**src/rtl/rc4_pkg.sv**
```systemverilog
// Shared types for the RC4 S-box sequencer: FSM state encoding, byte type and S-box depth.
package rc4_pkg;

  localparam int SBOX_DEPTH = 256;

  typedef logic [7:0] byte_t;

  typedef enum logic [3:0] {
    ST_IDLE,
    ST_INIT,
    ST_K_RDI,
    ST_K_RDJ,
    ST_K_WR1,
    ST_K_WR2,
    ST_READY,
    ST_P_RDI,
    ST_P_RDJ,
    ST_P_WR1,
    ST_P_WR2,
    ST_P_RDK,
    ST_P_OUT
  } rc4_state_e;

endpackage

```
**src/rtl/rc4_sched.sv**
```systemverilog
// RC4 sequencer: S-box init, key scheduling and keystream generation driven
// through one read port and one write port of an external 256x8 S-box RAM.
module rc4_sched
  import rc4_pkg::*;
#(
  parameter int SBOX_AW = 8,
  parameter int CNT_W   = 16
) (
  input  logic               clk,
  input  logic               rst_n,
  input  logic               key_setup_en,
  input  logic [7:0]         key_len,
  output logic [7:0]         key_addr,
  input  logic [7:0]         key_data,
  input  logic               cipher_req,
  input  logic [CNT_W-1:0]   ks_count,
  output logic               ks_valid,
  input  logic               ks_ready,
  output logic [7:0]         ks_byte,
  output logic               key_ready,
  output logic               busy,
  output logic               done,
  output logic [SBOX_AW-1:0] sbox_raddr,
  input  logic [7:0]         sbox_rdata,
  output logic               sbox_wen,
  output logic [SBOX_AW-1:0] sbox_waddr,
  output logic [7:0]         sbox_wdata,
  output rc4_state_e         dbg_state_o
);

  rc4_state_e       state_q;
  byte_t            i_q, j_q, kidx_q, si_q, sj_q, key_len_q;
  logic [CNT_W-1:0] rem_q;
  logic             ks_valid_q, key_ready_q, busy_q, done_q;

  byte_t i_inc, j_ksa, j_prga, kidx_last, out_addr;
  byte_t raddr_c, waddr_c, wdata_c;
  logic  wen_c, start_setup;

  assign i_inc     = i_q + 8'd1;
  assign j_ksa     = j_q + sbox_rdata + key_data;
  assign j_prga    = j_q + sbox_rdata;
  assign out_addr  = si_q + sj_q;
  // A latched length of 0 means 256, and 0 - 1 wraps to 255 as required.
  assign kidx_last = key_len_q - 8'd1;

  assign start_setup = key_setup_en && (state_q == ST_IDLE || state_q == ST_READY);

  // RAM addresses are per-state: a read issued in one state returns data in
  // the next, and a write commits at the edge that ends its state.
  always_comb begin
    raddr_c = 8'd0;
    wen_c   = 1'b0;
    waddr_c = 8'd0;
    wdata_c = 8'd0;
    case (state_q)
      ST_INIT:  begin wen_c = 1'b1; waddr_c = i_q; wdata_c = i_q; end
      ST_K_RDI: raddr_c = i_q;
      ST_K_RDJ: raddr_c = j_ksa;
      ST_K_WR1: begin wen_c = 1'b1; waddr_c = i_q; wdata_c = sbox_rdata; end
      ST_K_WR2: begin wen_c = 1'b1; waddr_c = j_q; wdata_c = si_q; end
      ST_P_RDI: raddr_c = i_inc;
      ST_P_RDJ: raddr_c = j_prga;
      ST_P_WR1: begin wen_c = 1'b1; waddr_c = i_q; wdata_c = sbox_rdata; end
      ST_P_WR2: begin wen_c = 1'b1; waddr_c = j_q; wdata_c = si_q; end
      ST_P_RDK, ST_P_OUT: raddr_c = out_addr;
      default: ;
    endcase
  end

  always_ff @(posedge clk) begin
    if (!rst_n) begin
      state_q     <= ST_IDLE;
      i_q         <= 8'd0;
      j_q         <= 8'd0;
      kidx_q      <= 8'd0;
      si_q        <= 8'd0;
      sj_q        <= 8'd0;
      key_len_q   <= 8'd0;
      rem_q       <= '0;
      ks_valid_q  <= 1'b0;
      key_ready_q <= 1'b0;
      busy_q      <= 1'b0;
      done_q      <= 1'b0;
    end else begin
      done_q <= 1'b0;
      if (start_setup) begin
        key_len_q   <= key_len;
        i_q         <= 8'd0;
        j_q         <= 8'd0;
        kidx_q      <= 8'd0;
        key_ready_q <= 1'b0;
        busy_q      <= 1'b1;
        state_q     <= ST_INIT;
      end else begin
        case (state_q)
          ST_INIT: begin
            i_q <= i_inc;
            if (i_q == byte_t'(SBOX_DEPTH - 1)) state_q <= ST_K_RDI;
          end
          ST_K_RDI: state_q <= ST_K_RDJ;
          ST_K_RDJ: begin
            si_q    <= sbox_rdata;
            j_q     <= j_ksa;
            state_q <= ST_K_WR1;
          end
          ST_K_WR1: state_q <= ST_K_WR2;
          ST_K_WR2: begin
            kidx_q <= (kidx_q == kidx_last) ? 8'd0 : kidx_q + 8'd1;
            i_q    <= i_inc;
            if (i_q == byte_t'(SBOX_DEPTH - 1)) begin
              j_q         <= 8'd0;
              key_ready_q <= 1'b1;
              busy_q      <= 1'b0;
              state_q     <= ST_READY;
            end else begin
              state_q <= ST_K_RDI;
            end
          end
          ST_READY: begin
            if (cipher_req) begin
              if (ks_count == '0) begin
                done_q <= 1'b1;
              end else begin
                rem_q   <= ks_count;
                busy_q  <= 1'b1;
                state_q <= ST_P_RDI;
              end
            end
          end
          ST_P_RDI: begin
            i_q     <= i_inc;
            state_q <= ST_P_RDJ;
          end
          ST_P_RDJ: begin
            si_q    <= sbox_rdata;
            j_q     <= j_prga;
            state_q <= ST_P_WR1;
          end
          ST_P_WR1: begin
            sj_q    <= sbox_rdata;
            state_q <= ST_P_WR2;
          end
          ST_P_WR2: state_q <= ST_P_RDK;
          ST_P_RDK: begin
            ks_valid_q <= 1'b1;
            state_q    <= ST_P_OUT;
          end
          // ks_valid holds with ks_byte stable until ks_ready; a byte moves
          // on any edge where both are high.
          ST_P_OUT: begin
            if (ks_ready) begin
              ks_valid_q <= 1'b0;
              rem_q      <= rem_q - CNT_W'(1);
              if (rem_q == CNT_W'(1)) begin
                done_q  <= 1'b1;
                busy_q  <= 1'b0;
                state_q <= ST_READY;
              end else begin
                state_q <= ST_P_RDI;
              end
            end
          end
          default: ;
        endcase
      end
    end
  end

  assign key_addr    = kidx_q;
  assign ks_valid    = ks_valid_q;
  assign ks_byte     = (state_q == ST_P_OUT) ? sbox_rdata : 8'd0;
  assign key_ready   = key_ready_q;
  assign busy        = busy_q;
  assign done        = done_q;
  assign sbox_raddr  = raddr_c;
  assign sbox_wen    = wen_c;
  assign sbox_waddr  = waddr_c;
  assign sbox_wdata  = wdata_c;
  assign dbg_state_o = state_q;

endmodule

```
**config.mk**
```make
export PLATFORM = sky130hd
export DESIGN_NAME = rc4_sched
export DESIGN_NICKNAME = d
export VERILOG_FILES = /design/src/rtl/rc4_pkg.sv /design/src/rtl/rc4_sched.sv
export SDC_FILE = /design/constraint.sdc
export NUM_CORES = 1
export LEC_CHECK = 0
export ABC_AREA = 1
export CORE_UTILIZATION = 25
export DETAILED_ROUTE_END_ITERATION = 7
export GPL_TIMING_DRIVEN = 0
export PLACE_DENSITY_LB_ADDON = 0.3
export SETUP_SLACK_MARGIN = 0.5
export SLEW_MARGIN = 20
export SYNTH_ARGS = -nofsm -noshare
export SYNTH_HDL_FRONTEND = slang
export SYNTH_SLANG_ARGS = --single-unit
```
**constraint.sdc**
```tcl
create_clock -name clk -period 5.02 [get_ports clk]
set_clock_uncertainty 0.15 [all_clocks]
set_input_delay 1.255 -clock clk [delete_from_list [all_inputs] [get_ports clk]]
set_output_delay 1.255 -clock clk [all_outputs]
set_load 0.1 [all_outputs]
```
==> results.tsv <==
stage	metric	value	unit
global_routing	global-route wire length before repair	28870	um
finish	final net count	1042	
yosys	Post-synth top cells	nand2_1 (172), inv_1 (119), nor2_1 (89), a21oi_1 (76), dfxtp_1 (72)	
setup_path	Bufs and invs on worst path	4	
finish	fin util	0.3525	
placement	dpl cells	1215	
finish	Post-Layout Cell Count	1247	
setup_path	Crit-path slowest cell	fa_2	
cts	Hold-fix buffers, CTS	0	
detailed_routing	Post-Route WL	18620	um
finish	Inserted Diodes	0	
cts	CTS tree	yes	
sta	f_max	0.1938	GHz
sta	Max Slew Vio Count	0	
sta	worst-margin pin slew	1.028	ns
floorplan	DIE AREA	22670	um2
placement	RePlAce Congestion	0.8795	
power	Sw Share	0.4732	
sta	period utilisation layout	1.028	
yosys	post-synth top area cell	dfxtp_1	
yosys	Distinct cells, synth	47	
setup_path	critical-path maximum fanout	4	
power	Clock Power Share	0.232	
sta	Final Critical Period	5.160	ns
finish	layout cells sized above 1	0.1533	
global_routing	initial antenna violation count	0	
power	total leakage power	3.339	nW
placement	buffers added on ports	92	
setup_path	crit-path max cell delay	0.36	ns
run	max capacitance violation total	0	
floorplan	total core area	21350	um2
detailed_routing	detailed-route via count	6041	
placement	Post-DP HPWL	14180	um
yosys	Cells after Synth	848	
hold_path	Hold Crit Class	register to register	
detailed_routing	final antenna-violating net count	0	
power	PwrDens	362.9	nW/um2
floorplan	die width	150.6	um
sta	RSZ-0062 raised after global routing	true	
global_routing	gr ovfl total	0	
yosys	count of flip-flops with a built-in enable after synthesis	0	
global_routing	vias in the first global route	5580	
power	Flop pwr share	0.259	
cts	clock root buffer master	clkbuf_16	
setup_path	data required time of the worst path	3.62	ns
sta	Setup TNS	-0.4447	ns
yosys	most frequent cell after synthesis	nand2_1	
sta	Final Hold Vio Count	0	
sta	Setup violations, final	5	
cts	CTS Buf Count	9	
outcome	status	finished, violations left	
setup_path	Crit path max-delay family	simple AND/OR/NAND/NOR gates	
floorplan	# IOs	94	
yosys	Synth Flop Type	dfxtp_1	
cts	CTS H-tree depth	3	
yosys	Mapped Area	5519	um2
cts	clock sinks	72	
detailed_routing	routed len/inst	14.93	um
yosys	syn_area_per_cell	6.508	um2
yosys	#FFs+latches synth	72	
cts	clk slew on worst S/H paths	0.06	ns
floorplan	Initial Util	0.2585	
detailed_routing	Vias/cell	4.844	
sta	setup slack after layout	-0.1402	ns
sta	Rel. slew slack	0.3125	
detailed_routing	router iterations before antenna repair	5	
setup_path	crit path DAT	3.76	ns
floorplan	Core Rows	53	
global_routing	largest net degree at the start of global routing	12	
setup_path	crit path cell chain	buf_8, ha_4, fa_2, nand2_2, inv_2, nor2_2, o21bai_1, or2_4, nand2_2, inv_2, ha_4, a21oi_4, o211ai_1, or2_4, nand3_2, nand4_1, buf_8	
outcome	violated checks	negative setup slack	
setup_path	crit end category	output port	
power	net switching power	0.001293	W
detailed_routing	residual DRC count	0	
placement	Post-DP Area	6918	um2
yosys	net count after synthesis	922	
yosys	Synth top area share	0.2612	
detailed_routing	initial DRC count	381	
cts	Clock Tree Buf Depth	2	
yosys	async set or reset register ratio after synthesis	0	
power	VDD IR-drop max	0.3112	mV
finish	Area growth syn-to-layout	36.36	%
power	combinational power share	0.509	
global_routing	Total GRT Usage	0.1658	
yosys	sequential area share after synthesis	0.2612	
setup_path	Setup crit start kind	input pin	
floorplan	Die Y-Extent	150.6	um
yosys	Yosys warnings	0	
power	cell-internal power	0.001439	W
yosys	top cells by area, synth	dfxtp_1 (26%), nand2_1 (12%), inv_1 (8.1%)	
finish	Finished Cell Area	7526	um2
cts	Clock Latency Late Sink	0.35	ns
setup_path	WS Path Type	input pin to output port	
-- layer usage --
layer,vias to the layer above,GRT usage,routed length [um]
met5,-,0,0
met4,0,0.06300,461
met3,29,0.03121,1048
met2,186,0.2599,8214
met1,2785,0.2237,8892
li1,3041,-,-
-- registers in the layout, indices dropped and copies added, names as in the netlist, 4 cells and up --
register,flops
rem_q,16
i_q,8
j_q,8
dbg_state_o,4
sj_q,8
key_addr,8
key_len_q,8
si_q,8
-- tightest hold or removal path, stage by stage (launching register included) --
cell and delay [ns]:
dfxtp_1 0.31, o21ai_0 0.06, a21oi_1 0.06
-- power groups by stage --
stage / clock network, W / registers, W / logic [W]
after CTS: 0.000649 / 0.000707 / 0.00137
final: 0.000635 / 0.000707 / 0.00139
after global routing: 0.000672 / 0.000716 / 0.00151
after floorplan: 0 / 0.000801 / 0.000905
after detailed placement: 0 / 0.000720 / 0.00132
after global placement: 0 / 0.000717 / 0.00131
-- logic make-up (layout without fill, tap and decap cells) --
kind of cell | after synthesis | count (layout) | synth area share
AOI/OAI and AO/OA | 189 | 189 | 0.1893
xor gates and xnor gates | 30 | 30 | 0.05010
adders and majority gates | 29 | 29 | 0.06983
buffers and inverters | 148 | 272 | 0.1084
DFF | 72 | 72 | 0.2612
and+or+nand+nor | 380 | 380 | 0.3212
-- layout by cell type, fill, tap and decap left out, types with 3 or more instances in the layout --
cell,count
ha_4,8
dlygate4sd2_1,8
nand4_1,24
buf_6,4
inv_2,18
o211ai_1,15
o21ai_0,67
nand3_4,3
buf_4,19
xnor2_2,3
dfxtp_1,71
dlymetal6s2s_1,4
nand3_1,47
nand2_4,5
a211oi_1,3
clkbuf_16,9
nor3_1,10
nand2_1,167
nor2_1,87
xnor2_1,7
nand2_2,7
nor2_4,6
a21oi_1,71
clkbuf_1,10
nand3_2,4
ha_1,17
buf_2,6
nor2_2,5
inv_1,112
o22ai_1,5
buf_12,5
clkdlybuf4s50_1,59
a21oi_2,4
o21ai_1,6
nand3b_1,3
xor2_1,16
clkbuf_2,9
-- through the flow --
| step | power (W) | hold WS, ns | setup slack, ns |
|---|---|---|---|
| 2_1_floorplan | 0.001706 | 0.3001 | -0.4529 |
| 3_3_place_gp | 0.002032 | 0.3082 | -1.616 |
| 3_5_place_dp | 0.002037 | 0.3174 | -1.651 |
| 4_1_cts | 0.002725 | 0.3278 | -0.1597 |
| 5_1_grt | 0.002897 | 0.3422 | -0.1996 |
| 6_report | 0.002731 | 0.3278 | -0.1402 |
-- timing repair --
action | 4_1_cts | 5_1_grt
gates resized for setup | 111 | 47
gates cloned | 0 | 0
endpoints found under the hold margin | 0 | 0
pin swaps | 21 | 16
setup endpoints to repair | 32 | 21
setup buffers | 14 | 3
-- final cells by class --
class	count	area [um2]
Inverter	131	494.2
Sequential cell	72	1443
Multi-Input combinational cell	628	3802
Tap cell	275	344.1
Timing Repair Buffer	109	1059
Buffer	17	103.9
Clock inverter	3	43.79
Clock buffer	12	236.5
Fill cell	2299	13830
-- final timing paths --
| path | startpoint | endpoint | slack [ns] | cells past startpoint |
|---|---|---|---|---|
| min reg2reg | rem_q[13] | rem_q[13] | 0.33 | 2 |
| min | rem_q[13] | rem_q[13] | 0.33 | 2 |
| max | sbox_rdata[0] | sbox_raddr[5] | -0.14 | 17 |
| max reg2reg | j_q[0] | j_q[5] | 2.07 | 17 |
(Power assumes the default switching activity.)
